File: src/rtl/pool_pkg.sv
// Shared types and helpers for the streaming 2x2 max-pool block.
// Optional build macro: POOL_AVG_EN (adds average pooling; widens the
// partial-result path by two bits so a four-sample sum cannot overflow).
// The sample width follows WID_PE_BITS; a 16-bit default is supplied
// when the surrounding build does not define it.

`ifndef WID_PE_BITS
`define WID_PE_BITS 16
`endif

package pool_pkg;

    typedef enum logic [1:0] {
        IDLE  = 2'd0,
        RUN   = 2'd1,
        FLUSH = 2'd2
    } pool_state_e;

    typedef enum logic {
        POOL_MAX = 1'b0,
        POOL_AVG = 1'b1
    } pool_mode_e;

    localparam int DATA_W_DEF   = `WID_PE_BITS;
    localparam int MAX_COLS_DEF = 256;

    // Width of the pair register, line buffer and internal pooling math.
`ifdef POOL_AVG_EN
    localparam int BUF_W = DATA_W_DEF + 2;
`else
    localparam int BUF_W = DATA_W_DEF;
`endif

    // Signed maximum; on a tie either operand is the same value.
    function automatic logic signed [BUF_W-1:0] smax(
        input logic signed [BUF_W-1:0] a,
        input logic signed [BUF_W-1:0] b
    );
        return (a >= b) ? a : b;
    endfunction

endpackage

File: src/rtl/pool_line_buf.sv
// Half-row line buffer for the 2x2 pool: one entry per output column.
// Single port, one read or one write per cycle. Even input rows write
// their horizontal partial result, odd rows read it back. The read
// address is registered and the data is driven combinationally from it,
// so a read launched on the even-column beat is ready for the odd beat.

module pool_line_buf #(
    parameter int DEPTH = 128,
    parameter int W     = 16,
    parameter int AW    = 7
) (
    input  logic          clk,
    input  logic          we,
    input  logic          re,
    input  logic [AW-1:0] addr,
    input  logic [W-1:0]  wdata,
    output logic [W-1:0]  rdata
);

    logic [W-1:0]  mem [DEPTH];
    logic [AW-1:0] addr_reg;

    // Write port and registered read address; contents need no reset.
    always_ff @(posedge clk) begin
        if (we) begin
            mem[addr] <= wdata;
        end
        if (re) begin
            addr_reg <= addr;
        end
    end

    assign rdata = mem[addr_reg];

endmodule

File: src/rtl/pool_max_stream.sv
// Streaming 2x2 / stride-2 pooling stage fed by the NL output stream.
// Samples arrive row-major, one per accepted beat. Even columns park in
// a pair register, odd columns fold into a horizontal partial, even rows
// store that partial in the line buffer and odd rows combine it with the
// current partial to emit one pooled sample, one cycle after the beat.
// Bypass (pool_enable=0 at start) forwards every sample with latency 1.
// Optional build macro: POOL_AVG_EN (pool_mode=1 selects floor average).
// rst is synchronous and active low.

module pool_max_stream
    import pool_pkg::*;
#(
    parameter int DATA_W   = DATA_W_DEF,
    parameter int MAX_COLS = MAX_COLS_DEF,
    parameter int CNT_W    = 9
) (
    input  logic              clk,
    input  logic              rst,
    input  logic              start,
    input  logic              pool_enable,
    input  logic              pool_mode,
    input  logic [CNT_W-1:0]  cfg_cols,
    input  logic [CNT_W-1:0]  cfg_rows,
    input  logic              in_valid,
    output logic              in_ready,
    input  logic [DATA_W-1:0] in_data,
    output logic              out_valid,
    input  logic              out_ready,
    output logic [DATA_W-1:0] out_data,
    output logic              busy,
    output logic              done,
    output logic              err_cfg
);

    localparam int LB_DEPTH = MAX_COLS / 2;
    localparam int LB_AW    = (LB_DEPTH > 1) ? $clog2(LB_DEPTH) : 1;
    localparam logic [CNT_W-1:0] ONE      = CNT_W'(1);
    localparam logic [CNT_W-1:0] TWO      = CNT_W'(2);
    localparam logic [CNT_W-1:0] COLS_MAX = CNT_W'(MAX_COLS);

    pool_state_e state_reg, state_next;

    logic [CNT_W-1:0]        col_reg, row_reg;
    logic [CNT_W-1:0]        cols_reg, rows_reg;
    logic                    pool_en_reg;
    logic signed [BUF_W-1:0] pair_reg;
    logic                    out_valid_reg;
    logic [DATA_W-1:0]       out_data_reg;
    logic                    done_reg;
    logic                    err_cfg_reg;

    logic                    accept;
    logic                    out_take;
    logic                    last_col;
    logic                    last_beat;
    logic                    cfg_ok;
    logic                    avg_sel;
    logic signed [BUF_W-1:0] in_ext;
    logic signed [BUF_W-1:0] pair_m;
    logic signed [BUF_W-1:0] pooled;
    logic [BUF_W-1:0]        lb_rdata;
    logic                    lb_we;
    logic                    lb_re;
    logic [LB_AW-1:0]        lb_addr;

`ifdef POOL_AVG_EN
    pool_mode_e mode_reg;
    logic       unused_pooled_hi;
    assign avg_sel          = (mode_reg == POOL_AVG);
    assign unused_pooled_hi = ^pooled[BUF_W-1:DATA_W];
`else
    logic unused_mode;
    assign avg_sel     = 1'b0;
    assign unused_mode = pool_mode;
`endif

    assign in_ready  = (state_reg == RUN) && (!out_valid_reg || out_ready);
    assign accept    = in_valid && in_ready;
    assign out_take  = out_valid_reg && out_ready;
    assign last_col  = (col_reg == cols_reg - ONE);
    assign last_beat = last_col && (row_reg == rows_reg - ONE);
    assign in_ext    = BUF_W'(signed'(in_data));

    assign busy      = (state_reg != IDLE);
    assign out_valid = out_valid_reg;
    assign out_data  = out_data_reg;
    assign done      = done_reg;
    assign err_cfg   = err_cfg_reg;

    // Line buffer slot is the output column; even rows write on the odd
    // beat, odd rows launch the read on the even beat of the same pair.
    assign lb_addr = col_reg[LB_AW:1];
    assign lb_we   = accept && pool_en_reg &&  col_reg[0] && !row_reg[0];
    assign lb_re   = accept && pool_en_reg && !col_reg[0] &&  row_reg[0];

    pool_line_buf #(
        .DEPTH (LB_DEPTH),
        .W     (BUF_W),
        .AW    (LB_AW)
    ) u_line_buf (
        .clk   (clk),
        .we    (lb_we),
        .re    (lb_re),
        .addr  (lb_addr),
        .wdata (pair_m),
        .rdata (lb_rdata)
    );

    // Configuration legality: pooling needs even dims that fit the buffer.
    always_comb begin
        cfg_ok = 1'b0;
        if (pool_enable) begin
            cfg_ok = !cfg_cols[0] && (cfg_cols >= TWO) && (cfg_cols <= COLS_MAX)
                  && !cfg_rows[0] && (cfg_rows >= TWO);
        end else begin
            cfg_ok = (cfg_cols != '0) && (cfg_rows != '0);
        end
    end

    // Horizontal partial and final 2x2 result for the current beat.
    always_comb begin
        pair_m = avg_sel ? (pair_reg + in_ext) : smax(pair_reg, in_ext);
        pooled = avg_sel ? ((signed'(lb_rdata) + pair_m) >>> 2)
                         : smax(signed'(lb_rdata), pair_m);
    end

    // State register.
    always_ff @(posedge clk) begin
        if (!rst) begin
            state_reg <= IDLE;
        end else begin
            state_reg <= state_next;
        end
    end

    // Next-state: run until the last beat, then drain the final output.
    always_comb begin
        state_next = state_reg;
        unique case (state_reg)
            IDLE:    if (start && cfg_ok) state_next = RUN;
            RUN:     if (accept && last_beat) state_next = FLUSH;
            FLUSH:   if (out_take) state_next = IDLE;
            default: state_next = IDLE;
        endcase
    end

    // Config latch, frame counters, pair register and output register.
    always_ff @(posedge clk) begin
        if (!rst) begin
            col_reg       <= '0;
            row_reg       <= '0;
            cols_reg      <= '0;
            rows_reg      <= '0;
            pool_en_reg   <= 1'b0;
            pair_reg      <= '0;
            out_valid_reg <= 1'b0;
            out_data_reg  <= '0;
            done_reg      <= 1'b0;
            err_cfg_reg   <= 1'b0;
`ifdef POOL_AVG_EN
            mode_reg      <= POOL_MAX;
`endif
        end else begin
            done_reg <= 1'b0;

            if (state_reg == IDLE && start) begin
                if (cfg_ok) begin
                    cols_reg    <= cfg_cols;
                    rows_reg    <= cfg_rows;
                    pool_en_reg <= pool_enable;
                    col_reg     <= '0;
                    row_reg     <= '0;
                    err_cfg_reg <= 1'b0;
`ifdef POOL_AVG_EN
                    mode_reg    <= pool_mode_e'(pool_mode);
`endif
                end else begin
                    err_cfg_reg <= 1'b1;
                end
            end

            if (out_take) begin
                out_valid_reg <= 1'b0;
            end

            if (accept) begin
                if (last_col) begin
                    col_reg <= '0;
                    row_reg <= last_beat ? '0 : row_reg + ONE;
                end else begin
                    col_reg <= col_reg + ONE;
                end

                if (!pool_en_reg) begin
                    out_valid_reg <= 1'b1;
                    out_data_reg  <= in_data;
                end else if (!col_reg[0]) begin
                    pair_reg <= in_ext;
                end else if (row_reg[0]) begin
                    out_valid_reg <= 1'b1;
                    out_data_reg  <= pooled[DATA_W-1:0];
                end
            end

            if (state_reg == FLUSH && out_take) begin
                done_reg <= 1'b1;
            end
        end
    end

endmodule

File: config.mk
export PLATFORM = sky130hd
export DESIGN_NAME = pool_max_stream
export DESIGN_NICKNAME = d
export VERILOG_FILES = /design/src/rtl/pool_pkg.sv /design/src/rtl/pool_line_buf.sv /design/src/rtl/pool_max_stream.sv
export SDC_FILE = /design/constraint.sdc
export NUM_CORES = 2
export LEC_CHECK = 0
export BUFFER_PORTS_ARGS = -buffer_cell sky130_fd_sc_hd__buf_2
export CAP_MARGIN = 30
export CORE_UTILIZATION = 63
export CTS_CLUSTER_SIZE = 12
export DETAILED_ROUTE_END_ITERATION = 7
export PLACE_DENSITY = 0.79
export SLEW_MARGIN = 40
export SYNTH_ARGS = -nofsm -noshare
export SYNTH_HDL_FRONTEND = slang
export SYNTH_SLANG_ARGS = --single-unit
File: constraint.sdc
create_clock -name clk -period 7.95 [get_ports clk]
set_input_delay 2.385 -clock clk [delete_from_list [all_inputs] [get_ports clk]]
set_output_delay 2.385 -clock clk [all_outputs]
set_load 0.03 [all_outputs]
==> flow_summary.yaml <==
run_status:
  status: "complete, no violations"
detailed_routing:
  routed_wl_mm: 214
  postRouteAntennaNets: 0
  routedWlPerCell_um: 33.1
  first_iter_violations: 6624
  vias: 45900
  wl_met2_mm: 102
  wl_met3_mm: 26.5
  first_pass_iters: 6
  vias_per_cell: 7.10
  drcViolationCount: 0
  drt-met1-wl_mm: 75.7
  topRoutingLayerUsed: "met5"
clocking:
  cts_tree: "yes"
  post-cts-setup-buffers: 0
  clk_pin_slew_ns: 0.06
  postCtsHoldBufs: 0
  clockBufferDepth: 3
  h-tree-depth: 4
  cts_root_buffer: "clkbuf_16"
  clock_sinks: 2136
  cts_buffers: 203
  cts_resized: 0
  clk_latency_ns: 0.85
global_routing:
  grt_pass1_wl_mm: 307
  grt_pass1_vias: 45400
  grt_usage_pct: 31.7
  grt_max_degree: 106
  antenna_found_initial: 11
  overflow: 0
floorplanning:
  start_util_pct: 63.8
  rows: 133
  die_w_um: 367
  die-area_sq_um: 135000
  core_area_sq_um: 132000
  pin_count: 62
  fp.dieH_um: 367
synth:
  synth_common_cells: "edfxtp_1, mux4_2, mux2i_1"
  synth-async-reset-ratio_pct: 0
  synth_warnings: 0
  ys.flop_type: "edfxtp_1"
  ys_ff_latch: 2136
  syn_area_per_cell_sq_um: 19.3
  synth_top_area_share_pct: 73.3
  synthCells: 4366
  yosys.cell_count.top_type: "edfxtp_1"
  synth_area_leaders: "edfxtp_1, mux4_2, mux2i_1"
  synth_area_sq_um: 84200
  synth-edff-count: 2055
  ys_types: 73
  yosys.area.top_type: "edfxtp_1"
  ys_seq_area_share_pct: 75.3
  synthesis.nets: 4443
placed_design:
  dp_hpwl_mm: 122
  io_buffers: 60
  dp.cells: 6150
  place_congestion: 0.888
sta:
  hold_viol: 0
  totalNegativeSetupSlack_ns: 0
  worstMarginPinSlew_ns: 1.00
  skew_ns: 0.0455
  max_clock_freq_ghz: 0.149
  whs_ns: 0.461
  maxSlewViolCount: 0
  layout_min_cycle_time_ns: 6.73
  rsz0062_at_grt: "false"
  timing.final.crit_share_pct: 84.6
  relSlewSlack_pct: 32.8
  setup_viol_count_final: 0
pwr:
  switching_power_uw: 4330
  p_seq_share_pct: 57.3
  pwr-share-comb_pct: 1.8
  power.density_nw_per_um2: 231
  internal-power_uw: 17200
  sw_frac_of_total_pct: 20.1
  max-vdd-ir-drop_mv: 0.248
  pwr-share-clk_pct: 40.9
  power.leakage_uw: 0.0301
hold_path:
  hp-class: "reg -> reg"
  min-delay-start: "err_cfg"
critical_path:
  arrival_ns: 7.47
  setup.worst_path.start: "in_data[9]"
  cp-start-kind: "input pin"
  critical_path.slowest_cell: "or4_2"
  required_ns: 8.70
  setup.worst_path.end_class: "flop"
  slowest_delay_ns: 0.99
  worst-path-max-fanout: 32
  crit_buf_inv: 3
  crit_chain: "buf_2, inv_1, ha_1, and3_1, a221oi_1, a21oi_1, or4_2, and3_1, nor2_1, ha_1, nand4_1, a2111o_1, a31oi_2, buf_4, o211ai_1, o31ai_1, o21ba_1"
  path_delay_family: "simple AND/OR/NAND/NOR gates"
  worstSetupPathType: "in -> reg"
cells_and_area:
  post-route-util_pct: 70.8
  final_nets: 4680
  largest_reg_flops: 2048
  n_fill_cell: 7450
  drive_gt1_share_pct: 21.6
  area_growth_pct: 11.0
  fin_cells: 6459
flow_run:
  maxCapViolations: 0
-- per-layer routing --
metal | vias up | track usage (%)
li1 | 18300 | -
met1 | 23500 | 43.5
met2 | 3447 | 49.4
met3 | 562 | 7.68
met4 | 10 | 13.4
met5 | - | 0
-- cell usage in the layout (no fill, tap or decap), drive strengths merged, types with 39 or more instances in the layout --
cell / instances
o221ai: 53
clkbuf: 273
a211oi: 82
mux2i: 238
o21ai: 39
nor2: 209
a22oi: 74
nand2: 170
a21oi: 151
nor2b: 49
mux4: 401
edfxtp: 2055
nand3: 55
buf: 291
inv: 50
dfxtp: 81
-- stage by stage --
stage          setup slack, ns  total power, uW  cell area, sq um
5_1_grt                  0.994            22000             93400
2_1_floorplan            0.738            12800             84200
3_5_place_dp             0.474            13000             87500
4_1_cts                   1.41            21600             93300
6_report                  1.22            21600             93400
3_3_place_gp             0.620            13000             87300
-- kinds of logic after synthesis --
family	share of synthesized area (%)
xor gates and xnor gates	0.208
AOI/OAI and AO/OA	5.19
adders and majority gates	0.535
buffers and inverters	1.71
muxes	13.7
DFF	75.3
and+or+nand+nor	3.43
-- worst reg2reg max path, cell delays in order (launching register included) --
cell and delay (ns):
dfxtp_4 0.69, buf_4 0.65, mux4_2 0.61, a22o_1 0.28, a211oi_1 0.84, a21oi_1 0.24
a21o_1 0.35, o41a_1 0.22, ha_1 0.34, nand4_1 0.14, a2111o_1 0.34, a31oi_2 0.49
buf_4 0.28, o211ai_1 0.12, o31ai_1 0.23, o21ba_1 0.18
-- final cells by class --
| type | count | area, sq um | area share (%) |
|---|---|---|---|
| Clock inverter | 31 | 429 | 0.459 |
| Clock buffer | 273 | 5400 | 5.77 |
| Multi-Input combinational cell | 1927 | 19600 | 21.0 |
| Antenna cell | 2 | 5.00 | 0.00536 |
| Sequential cell | 2136 | 63300 | 67.8 |
| Tap cell | 1755 | 2200 | 2.35 |
| Timing Repair Buffer | 291 | 2250 | 2.41 |
| Inverter | 44 | 235 | 0.252 |
-- power by group through the flow --
stage | Clock (uW) | Combinational [uW] | Sequential, uW
after global placement | 0 | 360 | 12600
after floorplan | 0 | 200 | 12600
final | 8820 | 398 | 12400
after global routing | 9270 | 420 | 12400
after CTS | 8860 | 384 | 12400
after detailed placement | 0 | 382 | 12600
-- final timing paths --
kind	depth (start not counted)	slack (ns)	to
max	17	1.22	out_data[3]
min	1	0.46	err_cfg
max reg2reg	15	1.88	out_data[3]
min reg2reg	1	0.46	err_cfg
No activity file was read; power rests on OpenSTA's default activity.
